<file path="src/rtl/mux4_sched_pkg.sv">
`default_nettype none
// ---------------------------------------------------------------------------
// Module  : mux4_sched_pkg
// Brief   : Shared widths, select type and one-hot decode for the 4:1 scheduler.
// Revision: 1.0
// ---------------------------------------------------------------------------
package mux4_sched_pkg;

  localparam int N_SRC   = 4;
  localparam int SEL_W   = 2;
  localparam int BURST_W = 4;

  typedef logic [SEL_W-1:0] sel_t;

  function automatic logic [N_SRC-1:0] sel_to_onehot(input sel_t sel);
    logic [N_SRC-1:0] oh;
    oh      = '0;
    oh[sel] = 1'b1;
    return oh;
  endfunction

endpackage
`default_nettype wire

</file>
<file path="src/rtl/rr_pick4.sv">
`default_nettype none
// ---------------------------------------------------------------------------
// Module  : rr_pick4
// Brief   : Combinational rotating-priority picker; scans start, start+1, ... mod 4.
// Revision: 1.0
// ---------------------------------------------------------------------------
module rr_pick4
  import mux4_sched_pkg::*;
(
  input  logic [N_SRC-1:0] req,
  input  sel_t             start,
  output logic             found,
  output sel_t             index
);

  logic [N_SRC-1:0] w_rot;
  sel_t             w_off;

  // Rotate so that bit 0 of w_rot corresponds to the start index.
  always_comb begin
    w_rot = req;
    case (start)
      2'd0:    w_rot = req;
      2'd1:    w_rot = {req[0],   req[3:1]};
      2'd2:    w_rot = {req[1:0], req[3:2]};
      default: w_rot = {req[2:0], req[3]};
    endcase
  end

  always_comb begin
    w_off = 2'd0;
    if (w_rot[0])      w_off = 2'd0;
    else if (w_rot[1]) w_off = 2'd1;
    else if (w_rot[2]) w_off = 2'd2;
    else               w_off = 2'd3;
  end

  assign found = |w_rot;
  assign index = start + w_off;

endmodule
`default_nettype wire

</file>
<file path="src/rtl/rr_mux4_sched.sv">
`default_nettype none
// ---------------------------------------------------------------------------
// Module  : rr_mux4_sched
// Brief   : Round-robin burst scheduler driving the select of a 4:1 datapath mux.
// Revision: 1.0
// ---------------------------------------------------------------------------
module rr_mux4_sched
  import mux4_sched_pkg::*;
#(
  parameter int MAX_BURST = 4
)(
  input  logic             CLK,
  input  logic             RESETN,
  input  logic [N_SRC-1:0] V,
  input  logic             READY,
  output logic [SEL_W-1:0] S,
  output logic             VALID_O,
  output logic [N_SRC-1:0] ACK
);

  localparam logic [BURST_W-1:0] C_LAST_BEAT = BURST_W'(MAX_BURST - 1);

  sel_t               owner_q, owner_d;
  logic [BURST_W-1:0] burst_q, burst_d;

  logic [N_SRC-1:0] w_owner_oh;
  logic             w_xfer;
  logic             w_burst_end;
  logic [N_SRC-1:0] w_pick_req;
  logic             w_pick_found;
  sel_t             w_pick_idx;

  assign w_owner_oh  = sel_to_onehot(owner_q);
  assign VALID_O     = V[owner_q] & RESETN;
  assign w_xfer      = VALID_O & READY;
  assign ACK         = w_owner_oh & {N_SRC{w_xfer}};
  assign S           = owner_q;
  assign w_burst_end = (burst_q == C_LAST_BEAT);

  // At burst end the current owner is excluded so another requester gets a turn.
  assign w_pick_req  = (w_xfer && w_burst_end) ? (V & ~w_owner_oh) : V;

  rr_pick4 u_pick (
    .req   (w_pick_req),
    .start (owner_q + 2'd1),
    .found (w_pick_found),
    .index (w_pick_idx)
  );

  always_comb begin
    owner_d = owner_q;
    burst_d = burst_q;
    if (!VALID_O) begin
      burst_d = '0;
      if (w_pick_found) owner_d = w_pick_idx;
    end else if (w_xfer) begin
      if (w_burst_end) begin
        burst_d = '0;
        if (w_pick_found) owner_d = w_pick_idx;
      end else begin
        burst_d = burst_q + 4'd1;
      end
    end
  end

  always_ff @(posedge CLK) begin
    if (!RESETN) begin
      owner_q <= '0;
      burst_q <= '0;
    end else begin
      owner_q <= owner_d;
      burst_q <= burst_d;
    end
  end

endmodule
`default_nettype wire

</file>
<file path="config.mk">
export PLATFORM = sky130hd
export DESIGN_NAME = rr_mux4_sched
export DESIGN_NICKNAME = d
export VERILOG_FILES = /design/src/rtl/mux4_sched_pkg.sv /design/src/rtl/rr_pick4.sv /design/src/rtl/rr_mux4_sched.sv
export SDC_FILE = /design/constraint.sdc
export NUM_CORES = 1
export LEC_CHECK = 0
export ABC_AREA = 1
export ABC_CLOCK_PERIOD_IN_PS = 2900
export BUFFER_PORTS_ARGS = -buffer_cell sky130_fd_sc_hd__buf_2
export CAP_MARGIN = 20
export CORE_UTILIZATION = 53
export DETAILED_ROUTE_END_ITERATION = 12
export HOLD_SLACK_MARGIN = 0.05
export PLACE_DENSITY = 0.77
export SYNTH_ARGS = -nofsm -noshare
export SYNTH_HDL_FRONTEND = slang
export SYNTH_HIERARCHICAL = 1
export SYNTH_SLANG_ARGS = --single-unit
</file>
<file path="constraint.sdc">
create_clock -name CLK -period 2.9 [get_ports CLK]
set_input_delay 0.145 -clock CLK [delete_from_list [all_inputs] [get_ports CLK]]
set_output_delay 0.145 -clock CLK [all_outputs]
set_load 0.005 [all_outputs]
</file>
==> reports/results.tsv <==
stage	metric	value	unit
synth	Syn Inst Count	109	
run	Max Cap Viol	0	
synth	EDFF count, synth	0	
sta	final hold violation count	0	
synth	top cells by count, synth	17 x nand2_1, 16 x inv_1, 12 x nand3_1	
sta	clk_skew	0.00361	ns
setup_path	largest fanout on the critical path	4	
die	Core Area	1300	sq um
cells_and_area	antenna cell count	0	
power_and_ir_drop	Max VDD drop	547	uV
drt	post-detailed-route wirelength per cell	11.1	um
sta	final-report max-slew violation count	0	
cells_and_area	Final nets	137	
clock_network	CTS Buf Count	3	
global_routing	vias in the first global route	580	
die	Initial Util	56.4	%
sta	Final TNS setup	0	ns
clock_network	post-cts sizing count	0	
clock_network	setup bufs post-CTS	0	
clock_network	CTS Buffer Depth	2	
synth	Yosys cell types	25	
setup_path	WS Path Type	flop to flop	
clock_network	CTS tree	yes	
global_routing	Global Route Usage Sum	23.6	%
sta	final setup violation count	0	
clock_network	CTS clk-pin slew, worst paths	0.05	ns
status	status	complete, no violations	
clock_network	clock sinks	6	
die	Die Ht	39.2	um
synth	Synth Register Bits	6	
clock_network	Clock Tree Root	clkbuf_4	
place	GPL Wtd Cong	0.784	
sta	Tcrit/Tclk final	90.1	%
synth	Synth Net Count	122	
synth	top area cells in the synthesized netlist	dfxtp_1 16%, ha_1 10%, nand2_1 8.7%, nand3_1 8.2%, inv_1 8.2%	
place	I/O Buffers	13	
setup_path	Critical-path top delay cell	dfxtp_1	
synth	async set-reset flop share out of synthesis	0	%
place	Final HPWL DP	1180	um
sta	min Tclk post-route	2.61	ns
setup_path	CP Capture Type	flop	
drt	Final ANT Viol Nets	0	
cells_and_area	layout cells sized above 1	27.9	%
clock_network	worst-skew pair later-pin latency	0.24	ns
min_path	HP Class	input pin to flop	
synth	Yosys top cell area share	16.4	%
power_and_ir_drop	P_leak	0.423	nW
synth	Mean Syn Cell Area	6.74	sq um
drt	TritonRoute pass-1 iters	4	
setup_path	CP dominant cell by count	nand3_1	
synth	sequential share of the synthesized area	16.4	%
clock_network	H-tree depth	1	
die	row cnt	13	
setup_path	critical path launch point type	flop	
cells_and_area	Area growth syn-to-layout	11.2	%
sta	Tightest Pin Transition	0.437	ns
setup_path	WP data required	3.06	ns
sta	RSZ-0062 raised after global routing	no	
setup_path	crit-path cells	ha_1, nor3b_2, nand2_2, nor2_4, a21oi_1, o21ai_0, nand3_1, nand2_2, a21oi_1, ha_1, xnor2_1, nand3_1, nand2_1, inv_1, nand3_1, nand2_1, nor2_1	
global_routing	first-pass GRT wire length	2440	um
synth	Post-Syn Area	734	sq um
setup_path	slowest stage delay, CP	0.37	ns
synth	ys flop type	dfxtp_1	
clock_network	hold_buf cts	0	
synth	cell accounting for the most synthesized area	dfxtp_1	
synth	yosys warns	6	
sta	Slew headroom	70.9	%
cells_and_area	finished layout cell area	817	sq um
setup_path	crit path DAT	2.78	ns
global_routing	Congestion Overflow GR	0	
sta	Max Clk Rate	0.383	GHz
synth	most frequent cell after synthesis	nand2_1	
drt	Starting DRT DRC Count	18	
drt	routed vias/inst	5.22	
drt	via count	715	
die	Die Footprint	1540	sq um
global_routing	largest net degree at the start of global routing	15	
place	Placement Cell Area	785	sq um
die	# IOs	14	
die	chip width	39.2	um
drt	final WL	1520	um
global_routing	initial antenna violation count	0	
drt	DRC	0	
power_and_ir_drop	Pwr per Cell Area	961	nW/um^2
-- final cells by class --
type,count,area (sq um)
Sequential cell,6,121
Clock buffer,3,22.5
Inverter,18,67.6
Multi-Input combinational cell,82,522
Tap cell,15,18.8
Fill cell,130,484
Timing Repair Buffer,13,65.1
-- flip-flops by register name (all words and copies together), names as in the netlist --
| name | count |
|---|---|
| burst_q | 4 |
| S | 2 |
-- logic make-up (layout without fill, tap and decap cells) --
kind of cell	after synthesis	after routing	share of synthesized area, %
simple gates	61	61	46.7
buf+inv	21	34	13.8
compound gates	10	10	6.81
fa+ha+maj	6	6	10.2
flops	6	6	16.4
xor+xnor	4	4	4.77
mux	1	1	1.36
-- worst max-delay path, delay by kind of cell (launching register included) --
kind / cells / cell delay, ns
AOI/OAI and AO/OA: 3 / 0.39
xor gates and xnor gates: 1 / 0.18
adders and majority gates: 2 / 0.39
buffers and inverters: 1 / 0.04
DFF: 1 / 0.37
and+or+nand+nor: 10 / 1.17
-- metal layers --
metal,track usage [%],wire length [um],up-vias
li1,-,-,378
met5,0,0,-
met1,33.0,743,323
met2,33.8,734,14
met4,5.17,0,0
met3,8.67,43,0
-- metrics by stage --
step                util [%]  power, mW  hold slack [ns]  setup slack [ns]  instances
detailed placement      60.3      0.699            0.460             0.231        134
global placement        60.3      0.681            0.462             0.343        134
global route            62.8      0.879            0.212            0.0446        137
floorplan                  -      0.625            0.266             0.642        109
CTS                     62.0      0.782            0.208             0.199        137
finish                  62.8      0.785            0.215             0.286        137
-- placed cells by master (no fill, tap or decap), drive strengths merged --
master / instances
a21oi: 8
buf: 13
clkbuf: 3
dfxtp: 6
ha: 6
inv: 18
mux2i: 1
nand2: 24
nand3: 16
nand4: 5
nor2: 13
nor3b: 1
o21ai: 2
or2: 2
xnor2: 3
xor2: 1
-- power breakdown --
group          switching (mW)  internal (mW)
Sequential             0.0260          0.101
Combinational           0.362          0.221
Clock                  0.0284         0.0467
-- path summary, 6_finish.rpt --
kind                           startpoint                 endpoint  slack, ns  cells after the start
hold reg to reg   burst_q[2]$_SDFFE_PN0P_  burst_q[2]$_SDFFE_PN0P_       0.54                      2
setup reg to reg  burst_q[0]$_SDFFE_PN0P_        S[1]$_SDFFE_PN0P_       0.29                     17
hold / removal                     RESETN        S[0]$_SDFFE_PN0P_       0.22                      3
setup / recovery  burst_q[0]$_SDFFE_PN0P_        S[1]$_SDFFE_PN0P_       0.29                     17
Power figures use the tool's default switching activity.
